$ cat config.mk
export PLATFORM = sky130hd
export DESIGN_NAME = ex_stage_flat
export DESIGN_NICKNAME = d
export VERILOG_FILES = /design/src/rtl/ex_stage_if.sv /design/src/rtl/ex_stage.sv /design/src/flat_wrapper.sv
export SDC_FILE = /design/constraint.sdc
export NUM_CORES = 1
export LEC_CHECK = 0
export CAP_MARGIN = 20
export CORE_MARGIN = 3
export CORE_UTILIZATION = 30
export DETAILED_ROUTE_END_ITERATION = 8
export PLACE_DENSITY = 0.63
export RECOVER_POWER = 50
export SETUP_SLACK_MARGIN = 0.4
export SLEW_MARGIN = 0
export SYNTH_ARGS = -nofsm -noshare
export SYNTH_HDL_FRONTEND = slang
export SYNTH_SLANG_ARGS = --single-unit
$ cat constraint.sdc
create_clock -name clk -period 8 [get_ports clk]
set_input_delay 2.4 -clock clk [delete_from_list [all_inputs] [get_ports clk]]
set_output_delay 2.4 -clock clk [all_outputs]
set_load 0.01 [all_outputs]
$ cat src/rtl/ex_stage_if.sv
// Bundle and handshake signals between the execute stage and its neighbours
// (decode, memory stage, data SRAM). The slave modport is the EX stage side.
interface ex_stage_if;
    logic         ex_allowin;
    logic [151:0] id_to_ex_wire;
    logic         id_to_ex_valid;
    logic         mem_allowin;
    logic [103:0] ex_to_mem_wire;
    logic         ex_to_mem_valid;
    logic         data_sram_en;
    logic [3:0]   data_sram_we;
    logic [31:0]  data_sram_addr;
    logic [31:0]  data_sram_wdata;
    logic [38:0]  ex_rf_zip;

    modport master (
        input  ex_allowin,
        output id_to_ex_wire,
        output id_to_ex_valid,
        output mem_allowin,
        input  ex_to_mem_wire,
        input  ex_to_mem_valid,
        input  data_sram_en,
        input  data_sram_we,
        input  data_sram_addr,
        input  data_sram_wdata,
        input  ex_rf_zip
    );

    modport slave (
        output ex_allowin,
        input  id_to_ex_wire,
        input  id_to_ex_valid,
        input  mem_allowin,
        output ex_to_mem_wire,
        output ex_to_mem_valid,
        output data_sram_en,
        output data_sram_we,
        output data_sram_addr,
        output data_sram_wdata,
        output ex_rf_zip
    );
endinterface

$ cat src/rtl/ex_stage.sv
// Execute stage: latches the decode bundle, computes the ALU result, issues the
// data SRAM request and exports the forwarding/stall bundle to decode.
// Define EX_DIV_EN to build the 32-step restoring divider for
// div.w / mod.w / div.wu / mod.wu; without it div_op is ignored.

// Single-cycle ALU, one-hot operation select:
// [0] add [1] sub [2] slt [3] sltu [4] and [5] nor [6] or [7] xor
// [8] sll [9] srl [10] sra [11] lui (passes src2)
module alu (
    input  logic [11:0] alu_op_i,
    input  logic [31:0] alu_src1_i,
    input  logic [31:0] alu_src2_i,
    output logic [31:0] alu_result_o
);
    logic [4:0] shamt;
    assign shamt = alu_src2_i[4:0];

    // OR together the masked result of every selected operation
    always_comb begin
        alu_result_o = '0;
        if (alu_op_i[0])  alu_result_o = alu_result_o | (alu_src1_i + alu_src2_i);
        if (alu_op_i[1])  alu_result_o = alu_result_o | (alu_src1_i - alu_src2_i);
        if (alu_op_i[2])  alu_result_o = alu_result_o | {31'b0, $signed(alu_src1_i) < $signed(alu_src2_i)};
        if (alu_op_i[3])  alu_result_o = alu_result_o | {31'b0, alu_src1_i < alu_src2_i};
        if (alu_op_i[4])  alu_result_o = alu_result_o | (alu_src1_i & alu_src2_i);
        if (alu_op_i[5])  alu_result_o = alu_result_o | ~(alu_src1_i | alu_src2_i);
        if (alu_op_i[6])  alu_result_o = alu_result_o | (alu_src1_i | alu_src2_i);
        if (alu_op_i[7])  alu_result_o = alu_result_o | (alu_src1_i ^ alu_src2_i);
        if (alu_op_i[8])  alu_result_o = alu_result_o | (alu_src1_i << shamt);
        if (alu_op_i[9])  alu_result_o = alu_result_o | (alu_src1_i >> shamt);
        if (alu_op_i[10]) alu_result_o = alu_result_o | 32'($signed(alu_src1_i) >>> shamt);
        if (alu_op_i[11]) alu_result_o = alu_result_o | alu_src2_i;
    end
endmodule

module ex_stage (
    input  logic      clk,
    input  logic      resetn,
    ex_stage_if.slave ex_bus
);
    logic         ex_valid_q;
    logic [151:0] id_bundle_q;

    logic [11:0]  alu_op;
    logic [31:0]  alu_src1;
    logic [31:0]  alu_src2;
    logic [3:0]   div_op;
    logic         rf_we;
    logic [4:0]   rf_waddr;
    logic [31:0]  pc;
    logic [31:0]  rkd_value;
    logic         res_from_mem;
    logic         mem_we;

    logic         ex_allowin;
    logic         ex_ready_go;
    logic         stall_req;
    logic         sram_en;
    logic [31:0]  alu_result;
    logic [31:0]  ex_result;

    assign {alu_op, alu_src1, alu_src2, div_op, rf_we, rf_waddr, pc,
            rkd_value, res_from_mem, mem_we} = id_bundle_q;

    // Stage valid bit: refilled from decode whenever the stage can accept
    always_ff @(posedge clk) begin
        if (!resetn) begin
            ex_valid_q <= 1'b0;
        end else if (ex_allowin) begin
            ex_valid_q <= ex_bus.id_to_ex_valid;
        end
    end

    // Payload register: captures the decode bundle only on an accepted handshake
    always_ff @(posedge clk) begin
        if (!resetn) begin
            id_bundle_q <= '0;
        end else if (ex_bus.id_to_ex_valid && ex_allowin) begin
            id_bundle_q <= ex_bus.id_to_ex_wire;
        end
    end

    alu u_alu (
        .alu_op_i     (alu_op),
        .alu_src1_i   (alu_src1),
        .alu_src2_i   (alu_src2),
        .alu_result_o (alu_result)
    );

`ifdef EX_DIV_EN
    typedef enum logic [1:0] {DIV_IDLE, DIV_RUN, DIV_DONE} div_state_e;

    div_state_e  div_state_q, div_state_d;
    logic [5:0]  cnt_q, cnt_d;
    logic [31:0] rem_q, rem_d;
    logic [31:0] quo_q, quo_d;
    logic [31:0] dvs_q, dvs_d;

    logic        is_div;
    logic        div_signed;
    logic        div_want_rem;
    logic [31:0] abs_src1;
    logic [31:0] abs_src2;
    logic [32:0] trial;
    logic [31:0] quo_fix;
    logic [31:0] rem_fix;

    // div_op one-hot: [3] div.w [2] mod.w [1] div.wu [0] mod.wu
    assign is_div       = |div_op;
    assign div_signed   = div_op[3] | div_op[2];
    assign div_want_rem = div_op[2] | div_op[0];
    assign abs_src1     = (div_signed && alu_src1[31]) ? -alu_src1 : alu_src1;
    assign abs_src2     = (div_signed && alu_src2[31]) ? -alu_src2 : alu_src2;

    // Partial remainder stays below the divisor, so the shifted value fits in
    // 33 bits and bit 32 of the difference is the borrow. A zero divisor
    // always succeeds, giving an all-ones quotient and remainder = dividend.
    assign trial = {rem_q, quo_q[31]} - {1'b0, dvs_q};

    assign quo_fix   = (div_signed && (alu_src1[31] ^ alu_src2[31])) ? -quo_q : quo_q;
    assign rem_fix   = (div_signed && alu_src1[31]) ? -rem_q : rem_q;
    assign ex_result = is_div ? (div_want_rem ? rem_fix : quo_fix) : alu_result;

    assign ex_ready_go = ~is_div | (div_state_q == DIV_DONE);
    assign stall_req   = ex_valid_q & (res_from_mem | (is_div & (div_state_q != DIV_DONE)));

    // Divider state and datapath registers
    always_ff @(posedge clk) begin
        if (!resetn) begin
            div_state_q <= DIV_IDLE;
            cnt_q       <= '0;
            rem_q       <= '0;
            quo_q       <= '0;
            dvs_q       <= '0;
        end else begin
            div_state_q <= div_state_d;
            cnt_q       <= cnt_d;
            rem_q       <= rem_d;
            quo_q       <= quo_d;
            dvs_q       <= dvs_d;
        end
    end

    // Divider next state: load operands, one restoring step per RUN cycle
    always_comb begin
        div_state_d = div_state_q;
        cnt_d       = cnt_q;
        rem_d       = rem_q;
        quo_d       = quo_q;
        dvs_d       = dvs_q;
        case (div_state_q)
            DIV_IDLE: begin
                if (ex_valid_q && is_div) begin
                    div_state_d = DIV_RUN;
                    cnt_d       = '0;
                    rem_d       = '0;
                    quo_d       = abs_src1;
                    dvs_d       = abs_src2;
                end
            end
            DIV_RUN: begin
                if (!trial[32]) begin
                    rem_d = trial[31:0];
                    quo_d = {quo_q[30:0], 1'b1};
                end else begin
                    rem_d = {rem_q[30:0], quo_q[31]};
                    quo_d = {quo_q[30:0], 1'b0};
                end
                cnt_d = cnt_q + 6'd1;
                if (cnt_q == 6'd31) begin
                    div_state_d = DIV_DONE;
                end
            end
            DIV_DONE: begin
                if (ex_bus.mem_allowin) begin
                    div_state_d = DIV_IDLE;
                end
            end
            default: div_state_d = DIV_IDLE;
        endcase
    end
`else
    logic unused_div_op;

    assign unused_div_op = ^div_op;
    assign ex_result     = alu_result;
    assign ex_ready_go   = 1'b1;
    assign stall_req     = ex_valid_q & res_from_mem;
`endif

    assign ex_allowin = ~ex_valid_q | (ex_ready_go & ex_bus.mem_allowin);
    assign sram_en    = ex_valid_q & ex_ready_go & ex_bus.mem_allowin & (res_from_mem | mem_we);

    assign ex_bus.ex_allowin      = ex_allowin;
    assign ex_bus.ex_to_mem_valid = ex_valid_q & ex_ready_go;
    assign ex_bus.ex_to_mem_wire  = {rf_we, rf_waddr, pc, ex_result, rkd_value, res_from_mem, mem_we};
    assign ex_bus.data_sram_en    = sram_en;
    assign ex_bus.data_sram_we    = {4{mem_we & sram_en}};
    assign ex_bus.data_sram_addr  = ex_result;
    assign ex_bus.data_sram_wdata = rkd_value;
    assign ex_bus.ex_rf_zip       = {stall_req, rf_we & ex_valid_q, rf_waddr, ex_result};
endmodule

$ cat src/flat_wrapper.sv
// flat-port wrapper written by rule: the top's interface ports become plain ports
module ex_stage_flat 
  (clk, resetn, ex_bus_ex_allowin, ex_bus_id_to_ex_wire, ex_bus_id_to_ex_valid, ex_bus_mem_allowin, ex_bus_ex_to_mem_wire, ex_bus_ex_to_mem_valid, ex_bus_data_sram_en, ex_bus_data_sram_we, ex_bus_data_sram_addr, ex_bus_data_sram_wdata, ex_bus_ex_rf_zip);
  ex_stage_if ex_bus_i ();
  input  logic clk;
  input  logic resetn;
  output wire logic [$bits(ex_bus_i.ex_allowin)-1:0] ex_bus_ex_allowin;
  input wire logic [$bits(ex_bus_i.id_to_ex_wire)-1:0] ex_bus_id_to_ex_wire;
  input wire logic [$bits(ex_bus_i.id_to_ex_valid)-1:0] ex_bus_id_to_ex_valid;
  input wire logic [$bits(ex_bus_i.mem_allowin)-1:0] ex_bus_mem_allowin;
  output wire logic [$bits(ex_bus_i.ex_to_mem_wire)-1:0] ex_bus_ex_to_mem_wire;
  output wire logic [$bits(ex_bus_i.ex_to_mem_valid)-1:0] ex_bus_ex_to_mem_valid;
  output wire logic [$bits(ex_bus_i.data_sram_en)-1:0] ex_bus_data_sram_en;
  output wire logic [$bits(ex_bus_i.data_sram_we)-1:0] ex_bus_data_sram_we;
  output wire logic [$bits(ex_bus_i.data_sram_addr)-1:0] ex_bus_data_sram_addr;
  output wire logic [$bits(ex_bus_i.data_sram_wdata)-1:0] ex_bus_data_sram_wdata;
  output wire logic [$bits(ex_bus_i.ex_rf_zip)-1:0] ex_bus_ex_rf_zip;
  assign ex_bus_ex_allowin = ex_bus_i.ex_allowin;
  assign ex_bus_i.id_to_ex_wire = ex_bus_id_to_ex_wire;
  assign ex_bus_i.id_to_ex_valid = ex_bus_id_to_ex_valid;
  assign ex_bus_i.mem_allowin = ex_bus_mem_allowin;
  assign ex_bus_ex_to_mem_wire = ex_bus_i.ex_to_mem_wire;
  assign ex_bus_ex_to_mem_valid = ex_bus_i.ex_to_mem_valid;
  assign ex_bus_data_sram_en = ex_bus_i.data_sram_en;
  assign ex_bus_data_sram_we = ex_bus_i.data_sram_we;
  assign ex_bus_data_sram_addr = ex_bus_i.data_sram_addr;
  assign ex_bus_data_sram_wdata = ex_bus_i.data_sram_wdata;
  assign ex_bus_ex_rf_zip = ex_bus_i.ex_rf_zip;
  ex_stage u_core (.clk(clk), .resetn(resetn), .ex_bus(ex_bus_i));
endmodule
# --- Yosys cells after proc, flatten, opt, wreduce, memory -nomap -nowiden ---
# Cells that the tools add are included.
word_totals:
  ff_bits: 153
  elab_cells: 45
classes:
  addsub: 2
  order_cmp: 2
  shift: 3
  n_mux: 12
  bitwise: 23
  n_reduce_logical: 1
ops:
  columns: ["cell", "n"]
  rows:
  - ["2-to-1 mux 32 bit", 12]
  - ["bitwise OR 32 bit", 10]
  - ["< comparator 32 bit", 2]
  - ["bitwise OR 32 x 1 -> 32 bit", 2]
  - ["adder 32 bit", 1]
  - ["bitwise AND 32 bit", 1]
  - ["NOT 32 bit", 1]
  - ["<< shifter 32 x 5 -> 32 bit", 1]
  - ["right shift 32 x 5 -> 32 bit", 1]
  - [">>> shifter 32 x 5 -> 32 bit", 1]
  - ["subtractor 32 bit", 1]
  - ["XOR 32 bit", 1]
  - ["bitwise AND 1 bit", 5]
  - ["bitwise OR 1 bit", 2]
  - ["logical AND 1 bit", 1]
  - ["NOT 1 bit", 1]

# --- Longest topological paths before layout ---
logic_depth:
  ltp_word: 24
  ltp_mapped: 16
  ltp_nobuf: 12

# --- Hierarchy ---
# From an unflattened synthesis, not the netlist that was laid out.
unflattened:
  cells_unflattened: 2101
  area_unflattened_um2: 16124.2
by_module_without_submodules:
  columns: ["mod", "instances", "cells_per_inst", "area_each_um2", "seq_area_each_um2"]
  rows:
  - ["alu", 1, 1273, 8854.7, 0.0]
  - ["ex_stage", 1, 828, 7269.5, 2982.9]

# --- Worst setup path before layout ---
# No wires, ideal clock.
synth_timing:
  path_kind: "reg2out"
  start: "reg u_core.id_bundle_q[77]"
  end: "out ex_bus_ex_rf_zip[19]"
  arrival_time_ns: 4.235
  t_required_ns: 5.600
  slack_ns: 1.365
  stages_incl_launch_ff: 16
  cell_sequence: "dfxtp_1 > buf_2 > buf_2 > buf_1 > clkbuf_1 > inv_1 > ha_1 > a211oi_1 > o21ai_2 > or3b_4 > a211oi_4 > and2b_1 > nor3b_1 > mux2_2 > o21ai_0 > buf_4"
synth_between:
  elab_chain_cells: 24
  word_cells_on_any_way: 28
synth_rtl:
  columns: ["element", "line", "text"]
  rows:
  - ["from (decl)", "ex_stage.sv:42", "logic [151:0] id_bundle_q;"]
  - ["from (signal assigned)", "ex_stage.sv:79", "id_bundle_q <= ex_bus.id_to_ex_wire;"]
  - ["adder 32 bit", "ex_stage.sv:21", "if (alu_op_i[0]) alu_result_o = alu_result_o | (alu_src1_i + alu_src2_i);"]
  - ["2-to-1 mux 32 bit", "ex_stage.sv:21", null]
  - ["bitwise OR 32 bit", "ex_stage.sv:22", "if (alu_op_i[1]) alu_result_o = alu_result_o | (alu_src1_i - alu_src2_i);"]
  - ["2-to-1 mux 32 bit", "ex_stage.sv:22", null]
  - ["bitwise OR 32 x 1 -> 32 bit", "ex_stage.sv:23", "if (alu_op_i[2]) alu_result_o = alu_result_o | {31'b0, $signed(alu_src1_i) < $signed(alu_src2_i)};"]
  - ["2-to-1 mux 32 bit", "ex_stage.sv:23", null]
  - ["bitwise OR 32 x 1 -> 32 bit", "ex_stage.sv:24", "if (alu_op_i[3]) alu_result_o = alu_result_o | {31'b0, alu_src1_i < alu_src2_i};"]
  - ["2-to-1 mux 32 bit", "ex_stage.sv:24", null]
  - ["[... 8 more ...]", null, null]
  - ["bitwise OR 32 bit", "ex_stage.sv:29", "if (alu_op_i[8]) alu_result_o = alu_result_o | (alu_src1_i << shamt);"]
  - ["2-to-1 mux 32 bit", "ex_stage.sv:29", null]
  - ["bitwise OR 32 bit", "ex_stage.sv:30", "if (alu_op_i[9]) alu_result_o = alu_result_o | (alu_src1_i >> shamt);"]
  - ["2-to-1 mux 32 bit", "ex_stage.sv:30", null]
  - ["bitwise OR 32 bit", "ex_stage.sv:31", "if (alu_op_i[10]) alu_result_o = alu_result_o | 32'($signed(alu_src1_i) >>> shamt);"]
  - ["2-to-1 mux 32 bit *", "ex_stage.sv:31", null]
  - ["bitwise OR 32 bit", "ex_stage.sv:32", "if (alu_op_i[11]) alu_result_o = alu_result_o | alu_src2_i;"]
  - ["2-to-1 mux 32 bit *", "ex_stage.sv:32", null]
  - ["to (decl)", "flat_wrapper.sv:17", "output wire logic [$bits(ex_bus_i.ex_rf_zip)-1:0] ex_bus_ex_rf_zip;"]
# Every way passes the cells marked *; elsewhere a longest branch is shown, timed or not.

# --- Worst setup path after layout ---
layout_timing:
  start: "reg u_core.id_bundle_q[112]"
  end: "out ex_bus_ex_to_mem_wire[65]"
layout_between:
  elab_chain_cells: 24
  word_cells_on_any_way: 28
layout_rtl:
  columns: ["element", "line", "text"]
  rows:
  - ["adder 32 bit", "ex_stage.sv:21", null]
  - ["2-to-1 mux 32 bit", "ex_stage.sv:21", null]
  - ["bitwise OR 32 bit", "ex_stage.sv:22", null]
  - ["2-to-1 mux 32 bit", "ex_stage.sv:22", null]
  - ["bitwise OR 32 x 1 -> 32 bit", "ex_stage.sv:23", null]
  - ["2-to-1 mux 32 bit", "ex_stage.sv:23", null]
  - ["bitwise OR 32 x 1 -> 32 bit", "ex_stage.sv:24", null]
  - ["2-to-1 mux 32 bit", "ex_stage.sv:24", null]
  - ["[... 8 more ...]", null, null]
  - ["bitwise OR 32 bit", "ex_stage.sv:29", null]
  - ["2-to-1 mux 32 bit", "ex_stage.sv:29", null]
  - ["bitwise OR 32 bit", "ex_stage.sv:30", null]
  - ["2-to-1 mux 32 bit", "ex_stage.sv:30", null]
  - ["bitwise OR 32 bit", "ex_stage.sv:31", null]
  - ["2-to-1 mux 32 bit *", "ex_stage.sv:31", null]
  - ["bitwise OR 32 bit", "ex_stage.sv:32", null]
  - ["2-to-1 mux 32 bit *", "ex_stage.sv:32", null]
  - ["to (decl)", "flat_wrapper.sv:11", "output wire logic [$bits(ex_bus_i.ex_to_mem_wire)-1:0] ex_bus_ex_to_mem_wire;"]
# Marks and branches as above.

==> qor.csv <==
metric,value,unit
status,"complete, but fails checks",
failing checks,"capacitance limit, slew limit",
residual DRC count,0,
worst setup margin,612,ps
vias per std cell,5.54,
crit path cell chain,"inv_1, ha_1, inv_1, a221oi_1, o41ai_1, buf_4, a21oi_1, o211ai_2, o311ai_0, a21o_1, a21oi_1, a211o_1, clkdlybuf4s50_1",
Max Slew Vio Count,166,
Fmax,135,MHz
gr usage total,23.2,%
first-pass GRT wire length,96700,um
largest net degree at the start of global routing,92,
critical path launch point type,register,
Critical-path top delay cell,o311ai_0,
DR vias,15900,
min Tclk post-route,7390,ps
CORE AREA,50800,um2
Setup Skew,16.9,ps
main combinational cell family by area after synthesis,compound AO/OA/AOI/OAI gates,
Max-Slew Margin vs Limit,-160,%
CTS buffer count,17,
post-synthesis xor/xnor area fraction,2.58,%
root buffer cell,clkbuf_16,
critical path capture point type,primary output,
Detailed Routing Iterations Pass 1,6,
Yosys top cell by area,dfxtp_1,
H-tree levels,4,
"Clk pin slew, worst setup/hold paths",70,ps
Yosys cell types,82,
maxcap violations,2,
CTS sink count,149,
Post-CTS Setup Inserts,0,
crit path kind,register to primary output,
Cells after Synth,2096,
top-area cell type share of the netlist area,19.1,%
GP Congestion,0.996,
"count leader, synth",nand2_1,
Post-CTS Hold Buffers,0,
Commonest cells post-synth,"nand2_1 (398), buf_4 (179), a21boi_0 (152)",
worst slack at placement,969,ps
CTS tree,yes,
Detailed Route WL,64800,um
Port Buffers,365,
total grt overflow,0,
Post-synth EDFFs,0,
"delay-heaviest family, CP",compound AO/OA/AOI/OAI gates,
Die Y,234,um
prevailing post-synth register cell,dfxtp_1,
vias in the first global route,15600,
CP max stage delay,880,ps
Die Wd,234,um
synth warn,0,
pwr/cell area,158,nW/um2
num ports,370,
Mapped Area,15600,um2
Async SR Flop Fraction,0,%
routed length per instance,22.5,um
ratio of cells with drive above 1 in the final layout,7.12,%
worst-path maximum fanout,9,
Initial Util,30.7,%
Final Hold Viols,0,
register area share after synthesis,19.1,%
WP data arrival,4990,ps
Synth Net Count,2351,
CP required,5600,ps
full die area,54800,um2
mux share of post-synthesis cell area,10.9,%
Post-Synth Simple-Gate Area,16.8,%
DRT antenna net count,0,
initial antenna violation count,7,
Hold Path Class,register to register,
Syn Area/Cell,7.45,um2
hpwl dp,49100,um
layout filler cell count,5298,
Seq cells post-synth,149,
setup tns final,0,ps
cell row count,82,
fin nets,2446,
Post-Synth Adder-Cell Area,8.03,%
compound-cell area share of the yosys netlist,27.5,%
First DRT Iteration DRCs,1778,
clk_lat worst skew,490,ps
leakage power,0.00762,uW
RSZ-0062 raised after global routing,no,
Synth area leaders,"dfxtp_1 (19%), nand2_1 (9.6%), buf_4 (8.6%), ha_1 (7.8%), a21boi_0 (7.3%)",
final setup fails,0,
worst IR drop on VDD,0.000143,V
Least-Margin Pin Slew,3900,ps
clock buffer depth,2,
Worst Path Buf+Inv,4,
synth-to-layout area growth,22.6,%
Tcrit/Tclk final,92.3,%
[what timing repair did]
item                       4_1_cts  5_1_grt
gates cloned                     0        0
gates resized for setup          1        1
setup endpoints to repair        3       12
[registers in the layout, indices dropped and copies added, names as in the netlist]
name	flops
u_core.ex_bus.ex_to_mem_valid	1
u_core.id_bundle_q	148
[kinds of logic (layout without fill, tap and decap cells)]
kind of cell | count (synthesis) | after routing
other | 0 | 3
DFF | 149 | 149
buffers and inverters | 432 | 540
xor gates and xnor gates | 46 | 46
and+or+nand+nor | 632 | 632
adders and majority gates | 99 | 99
AOI/OAI and AO/OA | 607 | 607
muxes | 131 | 131
[stage by stage]
stage	utilization, %	power (uW)	hold WS, ps	area (um2)	std cells
after floorplan	-	1690	443	15600	2096
after global placement	36.4	2170	451	18500	2843
after detailed placement	36.4	2180	459	18500	2843
after CTS	37.6	3050	471	19100	2875
after global routing	37.7	3180	489	19100	2876
final	37.7	3020	463	19100	2879
[power by group]
group / internal (uW) / switching [uW]
sequential: 786 / 62.1
combinational: 606 / 717
clock: 446 / 400
[cell type report]
cell class                      instances  area (um2)  share of cell area [%]
Antenna cell                            3        7.51                  0.0392
Clock buffer                           17         425                    2.22
Clock inverter                         15         188                   0.981
Inverter                              100         375                    1.96
Multi-Input combinational cell       1515       10300                    53.9
Sequential cell                       149        3000                    15.7
Tap cell                              672         841                    4.40
Timing Repair Buffer                  408        3990                    20.9
[final timing paths]
path	depth (start not counted)	slack, ps	startpoint	end
hold reg to reg	2	460	u_core.id_bundle_q[53]	u_core.id_bundle_q[53]
setup reg to reg	5	3360	u_core.ex_bus.ex_to_mem_valid	u_core.id_bundle_q[108]
hold / removal	2	460	u_core.id_bundle_q[53]	u_core.id_bundle_q[53]
setup / recovery	13	610	u_core.id_bundle_q[112]	ex_bus_ex_to_mem_wire[65]
[per-layer routing]
metal | GRT usage [%] | share of wire (%) | vias up
met4 | 9.43 | 3.5 | 12
met5 | 0 | 0.096 | -
met3 | 6.58 | 10 | 120
li1 | - | - | 7387
met1 | 28.8 | 40 | 7597
met2 | 37.9 | 46 | 820
[worst reg2reg max path: cells and delay by family, from the launching register on]
family	cells	cell delay, ps
AND/OR/NAND/NOR	3	3260
buffers and inverters	1	740
AO/OA/AOI/OAI	1	220
flip-flops	1	350
[layout by cell type, fill, tap and decap left out, types with 15 or more instances in the layout]
| master | count |
|---|---|
| nand3_1 | 33 |
| a31oi_1 | 16 |
| clkbuf_16 | 17 |
| dfxtp_1 | 142 |
| a21oi_1 | 117 |
| dlygate4sd3_1 | 113 |
| a221oi_1 | 19 |
| ha_1 | 97 |
| a21o_1 | 23 |
| xnor2_1 | 40 |
| nor3_1 | 18 |
| mux4_2 | 30 |
| nand2b_1 | 15 |
| clkdlybuf4s50_1 | 251 |
| mux2_2 | 17 |
| buf_4 | 42 |
| o211ai_1 | 16 |
| a211oi_1 | 17 |
| o21ai_0 | 85 |
| nor2_1 | 117 |
| a222oi_1 | 26 |
| inv_1 | 94 |
| mux2i_1 | 84 |
| a21boi_0 | 152 |
| o21bai_1 | 19 |
| nand2_1 | 397 |
Power figures use the tool's default switching activity.
